===== src/rtl/key_cmd_ctrl_if.sv =====
// Command handshake between the key controller and the parameter registers.
// The master holds cmd_key/cmd_repeat stable while cmd_valid is high and
// cmd_ready is low; a command transfers in any cycle where both are high.
interface key_cmd_ctrl_if #(
  parameter int KEY_W = 2
);
  logic             cmd_valid;
  logic [KEY_W-1:0] cmd_key;
  logic             cmd_repeat;
  logic             cmd_ready;

  modport master (
    output cmd_valid,
    output cmd_key,
    output cmd_repeat,
    input  cmd_ready
  );

  modport slave (
    input  cmd_valid,
    input  cmd_key,
    input  cmd_repeat,
    output cmd_ready
  );
endinterface


===== src/rtl/key_cmd_ctrl.sv =====
// Key command controller.
// Turns debounced key levels into one command per press, arbitrated by fixed
// priority (lowest index wins), and issues auto-repeat commands while the
// winning key stays held. Commands sit in a single valid/ready slot; repeats
// that find the slot occupied are dropped rather than queued, so the consumer
// never sees a burst of stale repeats after backpressure.
module key_cmd_ctrl #(
  parameter int NUM_KEYS      = 4,
  parameter int KEY_W         = 2,
  parameter int CNT_W         = 26,
  parameter int HOLD_CYCLES   = 25000000,
  parameter int REPEAT_CYCLES = 5000000
) (
  input  logic                clk,
  input  logic                as_reset_n,
  input  logic [NUM_KEYS-1:0] key_level,
  key_cmd_ctrl_if.master      cmd_if
);

  // Timer terminal counts: a fire happens in the cycle the timer shows N-1,
  // so the resulting command is registered exactly N cycles after the
  // previous one.
  localparam logic [CNT_W-1:0] HOLD_LAST = CNT_W'(HOLD_CYCLES - 1);
  localparam logic [CNT_W-1:0] REP_LAST  = CNT_W'(REPEAT_CYCLES - 1);

  typedef enum logic [1:0] {
    ST_IDLE   = 2'd0,
    ST_HOLD   = 2'd1,
    ST_REPEAT = 2'd2
  } state_e;

  state_e              state_q, state_d;
  logic [CNT_W-1:0]    timer_q, timer_d;
  logic [NUM_KEYS-1:0] armed_q, armed_d;
  logic [KEY_W-1:0]    owner_q, owner_d;
  logic                valid_q, valid_d;
  logic [KEY_W-1:0]    key_q, key_d;
  logic                rep_q, rep_d;

  logic [NUM_KEYS-1:0] eligible;
  logic                slot_free;
  logic [KEY_W-1:0]    winner;
  logic                owner_held;
  logic                timer_last;

  // Fixed-priority pick: the lowest set bit of the request vector.
  function automatic logic [KEY_W-1:0] lowest_index(input logic [NUM_KEYS-1:0] req);
    logic [KEY_W-1:0] idx;
    idx = '0;
    for (int i = NUM_KEYS - 1; i >= 0; i--) begin
      if (req[i]) idx = KEY_W'(i);
    end
    return idx;
  endfunction

  // Arbitration, slot status and timer terminal-count decode.
  always_comb begin
    eligible   = key_level & armed_q;
    slot_free  = !valid_q || cmd_if.cmd_ready;
    winner     = lowest_index(eligible);
    owner_held = key_level[owner_q];
    timer_last = (state_q == ST_HOLD) ? (timer_q == HOLD_LAST)
                                      : (timer_q == REP_LAST);
  end

  // Next-state logic for the FSM, timer, arming and the command slot.
  always_comb begin
    state_d = state_q;
    timer_d = timer_q;
    owner_d = owner_q;
    // A key re-arms in any cycle it is seen released.
    armed_d = armed_q | ~key_level;
    // Acceptance empties the slot; a load below overrides this.
    valid_d = valid_q && !cmd_if.cmd_ready;
    key_d   = key_q;
    rep_d   = rep_q;

    case (state_q)
      ST_IDLE: begin
        timer_d = '0;
        // Keys that lose, or that find the slot busy, keep their arm bit
        // and are picked up on a later cycle.
        if ((|eligible) && slot_free) begin
          valid_d          = 1'b1;
          key_d            = winner;
          rep_d            = 1'b0;
          armed_d[winner]  = 1'b0;
          owner_d          = winner;
          state_d          = ST_HOLD;
        end
      end

      ST_HOLD, ST_REPEAT: begin
        // Other keys are deliberately ignored here; only the owner matters.
        if (!owner_held) begin
          state_d = ST_IDLE;
          timer_d = '0;
        end else if (timer_last) begin
          // The repeat grid keeps running even when the slot is busy.
          timer_d = '0;
          state_d = ST_REPEAT;
          if (slot_free) begin
            valid_d = 1'b1;
            key_d   = owner_q;
            rep_d   = 1'b1;
          end
        end else begin
          timer_d = timer_q + CNT_W'(1);
        end
      end

      default: begin
        state_d = ST_IDLE;
        timer_d = '0;
      end
    endcase
  end

  // State and output registers; reset drops any pending command.
  always_ff @(posedge clk or negedge as_reset_n) begin
    if (!as_reset_n) begin
      state_q <= ST_IDLE;
      timer_q <= '0;
      armed_q <= '1;
      owner_q <= '0;
      valid_q <= 1'b0;
      key_q   <= '0;
      rep_q   <= 1'b0;
    end else begin
      state_q <= state_d;
      timer_q <= timer_d;
      armed_q <= armed_d;
      owner_q <= owner_d;
      valid_q <= valid_d;
      key_q   <= key_d;
      rep_q   <= rep_d;
    end
  end

  assign cmd_if.cmd_valid  = valid_q;
  assign cmd_if.cmd_key    = key_q;
  assign cmd_if.cmd_repeat = rep_q;

endmodule


===== src/flat_wrapper.sv =====
// flat-port wrapper written by rule: the top's interface ports become plain ports
module key_cmd_ctrl_flat 
#(
  parameter int NUM_KEYS      = 4,
  parameter int KEY_W         = 2,
  parameter int CNT_W         = 26,
  parameter int HOLD_CYCLES   = 25000000,
  parameter int REPEAT_CYCLES = 5000000
)
  (clk, as_reset_n, key_level, cmd_if_cmd_valid, cmd_if_cmd_key, cmd_if_cmd_repeat, cmd_if_cmd_ready);
  key_cmd_ctrl_if #(.KEY_W(KEY_W)) cmd_if_i ();
  input  logic clk;
  input  logic as_reset_n;
  input  logic [NUM_KEYS-1:0] key_level;
  output wire logic [$bits(cmd_if_i.cmd_valid)-1:0] cmd_if_cmd_valid;
  output wire logic [$bits(cmd_if_i.cmd_key)-1:0] cmd_if_cmd_key;
  output wire logic [$bits(cmd_if_i.cmd_repeat)-1:0] cmd_if_cmd_repeat;
  input wire logic [$bits(cmd_if_i.cmd_ready)-1:0] cmd_if_cmd_ready;
  assign cmd_if_cmd_valid = cmd_if_i.cmd_valid;
  assign cmd_if_cmd_key = cmd_if_i.cmd_key;
  assign cmd_if_cmd_repeat = cmd_if_i.cmd_repeat;
  assign cmd_if_i.cmd_ready = cmd_if_cmd_ready;
  key_cmd_ctrl #(.NUM_KEYS(NUM_KEYS), .KEY_W(KEY_W), .CNT_W(CNT_W), .HOLD_CYCLES(HOLD_CYCLES), .REPEAT_CYCLES(REPEAT_CYCLES)) u_core (.clk(clk), .as_reset_n(as_reset_n), .key_level(key_level), .cmd_if(cmd_if_i));
endmodule

===== config.mk =====
export PLATFORM = sky130hd
export DESIGN_NAME = key_cmd_ctrl_flat
export DESIGN_NICKNAME = d
export VERILOG_FILES = /design/src/rtl/key_cmd_ctrl_if.sv /design/src/rtl/key_cmd_ctrl.sv /design/src/flat_wrapper.sv
export SDC_FILE = /design/constraint.sdc
export NUM_CORES = 1
export LEC_CHECK = 0
export BUFFER_PORTS_ARGS = -buffer_cell sky130_fd_sc_hd__buf_2
export CORE_ASPECT_RATIO = 1.4
export CORE_MARGIN = 2
export CORE_UTILIZATION = 45
export CTS_CLUSTER_SIZE = 12
export DETAILED_ROUTE_END_ITERATION = 8
export PLACE_DENSITY_LB_ADDON = 0.1
export SKIP_LAST_GASP = 1
export SYNTH_ARGS = -nofsm -noshare
export SYNTH_HDL_FRONTEND = slang
export SYNTH_SLANG_ARGS = --single-unit

===== constraint.sdc =====
create_clock -name clk -period 2.25 [get_ports clk]
set_clock_uncertainty 0.15 [all_clocks]
set_input_delay 0.45 -clock clk [delete_from_list [all_inputs] [get_ports clk]]
set_output_delay 0.45 -clock clk [all_outputs]
set_load 0.02 [all_outputs]

-- Word-level counts from Yosys, hierarchy flattened
Cells that the tools add are included.
- multipliers: 0
- shift operators: 0
- div/mod/pow operators: 0
- reductions and logical operators: 13
- bitwise operators: 5
- multiplexer cells: 33
- order comparisons: 3
- add/sub/neg operators: 1
- equality and inequality tests: 9
- operator list (cell ; count):
    $mux 26 ; 3
    $add 26x1->26 const B ; 1
    $eq 26x23->1 const B ; 1
    $eq 26x25->1 const B ; 1
    $mux 2 ; 11
    $mux 1 ; 11
    $and 4x4->4 ; 2
    $mux 4 ; 2
    $ne 2x1->1 const B ; 4
    $not 4->4 ; 2
    $pmux 2 s2 ; 2
    $lt 2x3->1 const B ; 2
    $reduce_and 5->1 ; 1
    $or 4x4->4 ; 1
    $pmux 1 s2 ; 2
    $reduce_and 2->1 ; 2
    $reduce_or 4->1 ; 1
    $logic_and 1x1->1 ; 3
    $ne 3x3->1 const B ; 1
    $bmux 1 s2 ; 1
    $demux 1 s2 ; 1
    $eq 2x1->1 const B ; 1
    $eq 2x2->1 const B ; 1
    $ge 2x1->1 const B ; 1
    other kinds (5) ; 6
- bits in read-only memories: 0
- bits in latches: 0
- bits in writable memories: 0
- bits in registers: 38
- output and inout bits: 4
- logic and storage cells: 71
- memories: 0

-- Depth between registers and ports, before layout
- depth in word-level cells: 13
- mapped depth: 8
- mapped depth without buffers: 7

-- Worst setup path before layout
OpenSTA, ideal clock, no wires.
- path kind: register -> register
- start: register u_core.timer_q[0]
- end: register u_core.state_q[0]
- stages on the path, launching flop included: 8
- required time: 1.975 ns
- clock period less this slack: 1.969 ns
- data arrival time: 1.694 ns
- setup slack: 0.281 ns
- path buffers: 0
- library setup time: 0.125 ns
- cells stage by stage: dfrtp_1 > ha_1 > nand2_1 > or2_4 > nor4_4 > nand3b_4 > nand2_4 > mux2_4
- word-level cells in the longest chain between the ends: 4
- ends and longest elaborated chain (element ; RTL line ; RTL):
    start, declared ; key_cmd_ctrl.sv:33 ; logic [CNT_W-1:0] timer_q, timer_d;
    start signal, assigned ; key_cmd_ctrl.sv:131 ; timer_q <= timer_d;
    $eq 26x23->1 / $eq 26x25->1 (equally long branches) ; key_cmd_ctrl.sv:63, key_cmd_ctrl.sv:62 ;
    $mux 1 (*) ; key_cmd_ctrl.sv:62 ; timer_last = (state_q == ST_HOLD) ? (timer_q == HOLD_LAST)
    $ne 3x3->1 (no line) (*) ; - ;
    $reduce_and 2->1 (no line) (*) ; - ;
    end signal, assigned ; key_cmd_ctrl.sv:130 ; state_q <= state_d;
    end, declared ; key_cmd_ctrl.sv:32 ; state_e state_q, state_d;
Mark *: on every way between the ends. The rest lies on a longest branch, timed or not.
A chain may end at the register's enable or synchronous reset.

-- Final worst setup path
Ends and elaborated chain as after synthesis.

==> out/metrics.yaml <==
cap_violations: 0
max_freq_ghz: 0.482
syn_area_sq_mm: 0.00206
setup_tns_ps: 0
via_per_inst: 5.19
final_util_pct: 52.1
drt-total-wl_mm: 4.21
clockRootBuffer: "clkbuf_8"
diodes: 0
tightest_slew_ps: 491
netlist_instances: 211
dieArea_sq_mm: 0.00514
multi_input_area_sq_mm: 0.00105
yosys-top-cells-count: "nor2_1 (40), dfrtp_1 (34), nand2_1 (20), xor2_1 (15), a21oi_1 (10)"
clk-insertion-delay-late_ps: 280
grt_max_degree: 39
synth_largest_area_cell: "dfrtp_1"
post-cts-setup-buffers: 0
ys.flop_type: "dfrtp_1"
antenna_left: 0
start_util_pct: 46.1
cpPeakStageDelay_ps: 400
startpoint_type: "register"
min_period_ps: 2080
final_max_slew_viol_count: 0
yosysWarningCount: 0
cts_tree: "done"
r2r-end: "u_core.state_q[0]"
routabilityCongestion: 0.803
synthesis.nets: 223
rows: 29
slowest_stage: "dfrtp_1"
path_cells: "ha_1 -> nand2_1 -> or2_4 -> nor4_4 -> nand3b_4 -> nand2_4 -> mux2_4"
hpwl_mm: 3.16
pin_count: 11
hold_viol_final: 0
grt-ovfl-total: 0
crit_path_end_kind: "register"
area_delta_synth_final_pct: 12.9
reg2reg_setup_slack_ps: 170
cp.depth: 7
detail_route.iter0.violations: 42
drc: 0
path_max_fanout: 4
rsz0062_at_grt: "no"
grt_pass1_vias: 1607
ys_top_cells_by_area: "dfrtp_1 (41%), nor2_1 (7.3%), xor2_1 (6.4%), dfstp_2 (5.1%), nand2_1 (3.6%)"
grtUsageMet3_pct: 5.27
path_clk_slew_ps: 70
rr_startpoint: "u_core.timer_q[0]"
power.density_mw_per_mm2: 858
gr-usage-met2_pct: 34.1
use_met1_pct: 21.6
cts_sinks: 38
total_leakage_power_uw: 0.00104
core-area_sq_mm: 0.00446
grt_pass1_wl_mm: 7.32
clockBufferDepth: 2
worstHoldPathType: "input pin to async pin"
synth.most_common_cell: "nor2_1"
numCtsBuffers: 5
busiest_layer: "met2"
avgSynthCellArea_sq_um: 9.76
synth-edff-count: 0
cp.required_ps: 2270
die_w_microns: 61.2
fin_nets: 246
antenna_found_initial: 0
crit_family: "simple AND/OR/NAND/NOR gates"
drive_gt1_share_pct: 18.3
cp.arrival_ps: 2100
critical_path_class: "register to register"
seqCellArea_sq_um: 956
reg2reg_depth: 7
synth-async-reset-ratio_pct: 100
ys_types: 43
timing.final.crit_share_pct: 92.3
grt_usage_pct: 19.3
setup_viol: 0
cts.repair.resized: 0
wl_per_cell_microns: 14.2
die_y_microns: 84.0
htreeDepth: 2
ys_ff_latch: 38
fill_cells: 435
maxSlewHeadroom_pct: 67.2
critPathBufInv: 0
outcome: "finished, final reports clean"
synth_top_area_share_pct: 41.3
num_vias: 1540
max-vdd-ir-drop_mv: 0.541
first_pass_iters: 4
synth-seq-area-share_pct: 46.4
ctsHoldBuffers: 0
io_buffers: 10
area by class of cell:
cell class	count	area share, %
flip-flops and latches	38	41.1
well taps	62	3.34
repair buffers	21	5.70
clock buffers	8	3.44
multi-input cells	161	45.3
inverters	7	1.13
worst reg2reg max path: stages, from the launching register on:
cell      delay [ps]
dfrtp_1          400
ha_1             230
nand2_1          110
or2_4            270
nor4_4           260
nand3b_4         210
nand2_4           60
mux2_4           290
cells by family (layout without fill, tap and decap cells):
| group | after synthesis | count (layout) | share of synthesized area, % |
|---|---|---|---|
| compound gates | 25 | 25 | 7.78 |
| xor+xnor | 23 | 23 | 9.78 |
| fa+ha+maj | 5 | 5 | 3.04 |
| buf+inv | 12 | 36 | 2.43 |
| flops | 38 | 38 | 46.4 |
| mux | 4 | 4 | 2.79 |
| simple gates | 104 | 104 | 27.8 |
worst max-delay path by stage:
stage / from / end / slack [ps]
after detailed placement: key_level[0] / u_core.cmd_if.cmd_key[1] / 50
after global placement: key_level[0] / u_core.cmd_if.cmd_key[0] / 170
final: u_core.timer_q[0] / u_core.state_q[0] / 170
after floorplan: u_core.timer_q[0] / u_core.state_q[0] / 280
after global routing: u_core.timer_q[0] / u_core.state_q[0] / 50
after CTS: u_core.timer_q[0] / u_core.state_q[0] / 100
layer usage:
| layer | wire [microns] | vias up |
|---|---|---|
| li1 | - | 769 |
| met1 | 1770 | 748 |
| met2 | 2270 | 18 |
| met3 | 108 | 5 |
| met4 | 62 | 0 |
| met5 | 0 | - |
layout by cell type, fill, tap and decap left out, types with 5 or more instances in the layout:
master / count
xnor2_1: 8
buf_4: 11
ha_1: 5
nand3_1: 6
and3_1: 5
nand2_1: 20
buf_2: 10
inv_1: 7
nand4_1: 7
dfrtp_1: 34
nor2_1: 40
xor2_1: 15
a21oi_1: 10
clkbuf_8: 5
report_power, final:
part	leakage [uW]	switching, uW	internal (uW)
Combinational	0.000496	410	280
Sequential	0.000505	79.4	784
Clock	0.0000395	221	220
Total	0.00104	711	1280
flip-flops by register name, summed over array words and instances, names as in the netlist:
signal,count
u_core.cmd_if.cmd_repeat,1
u_core.state_q,2
u_core.cmd_if.cmd_valid,1
u_core.timer_q,26
u_core.owner_q,2
u_core.cmd_if.cmd_key,2
u_core.armed_q,4
per-stage QoR:
stage | total power (uW) | area [sq um] | setup WS [ps] | hold WS (ps) | instances
4_1_cts | 1990 | 2310 | 95.3 | 78.4 | 295
3_3_place_gp | 1510 | 2230 | 174 | 312 | 287
3_5_place_dp | 1540 | 2230 | 53.3 | 326 | 287
5_1_grt | 2130 | 2330 | 53.8 | 95.2 | 297
2_1_floorplan | 1340 | 2060 | 281 | 4.41 | 211
6_report | 1990 | 2330 | 174 | 58.4 | 297
Note: power is estimated with default switching activity, not from simulation.
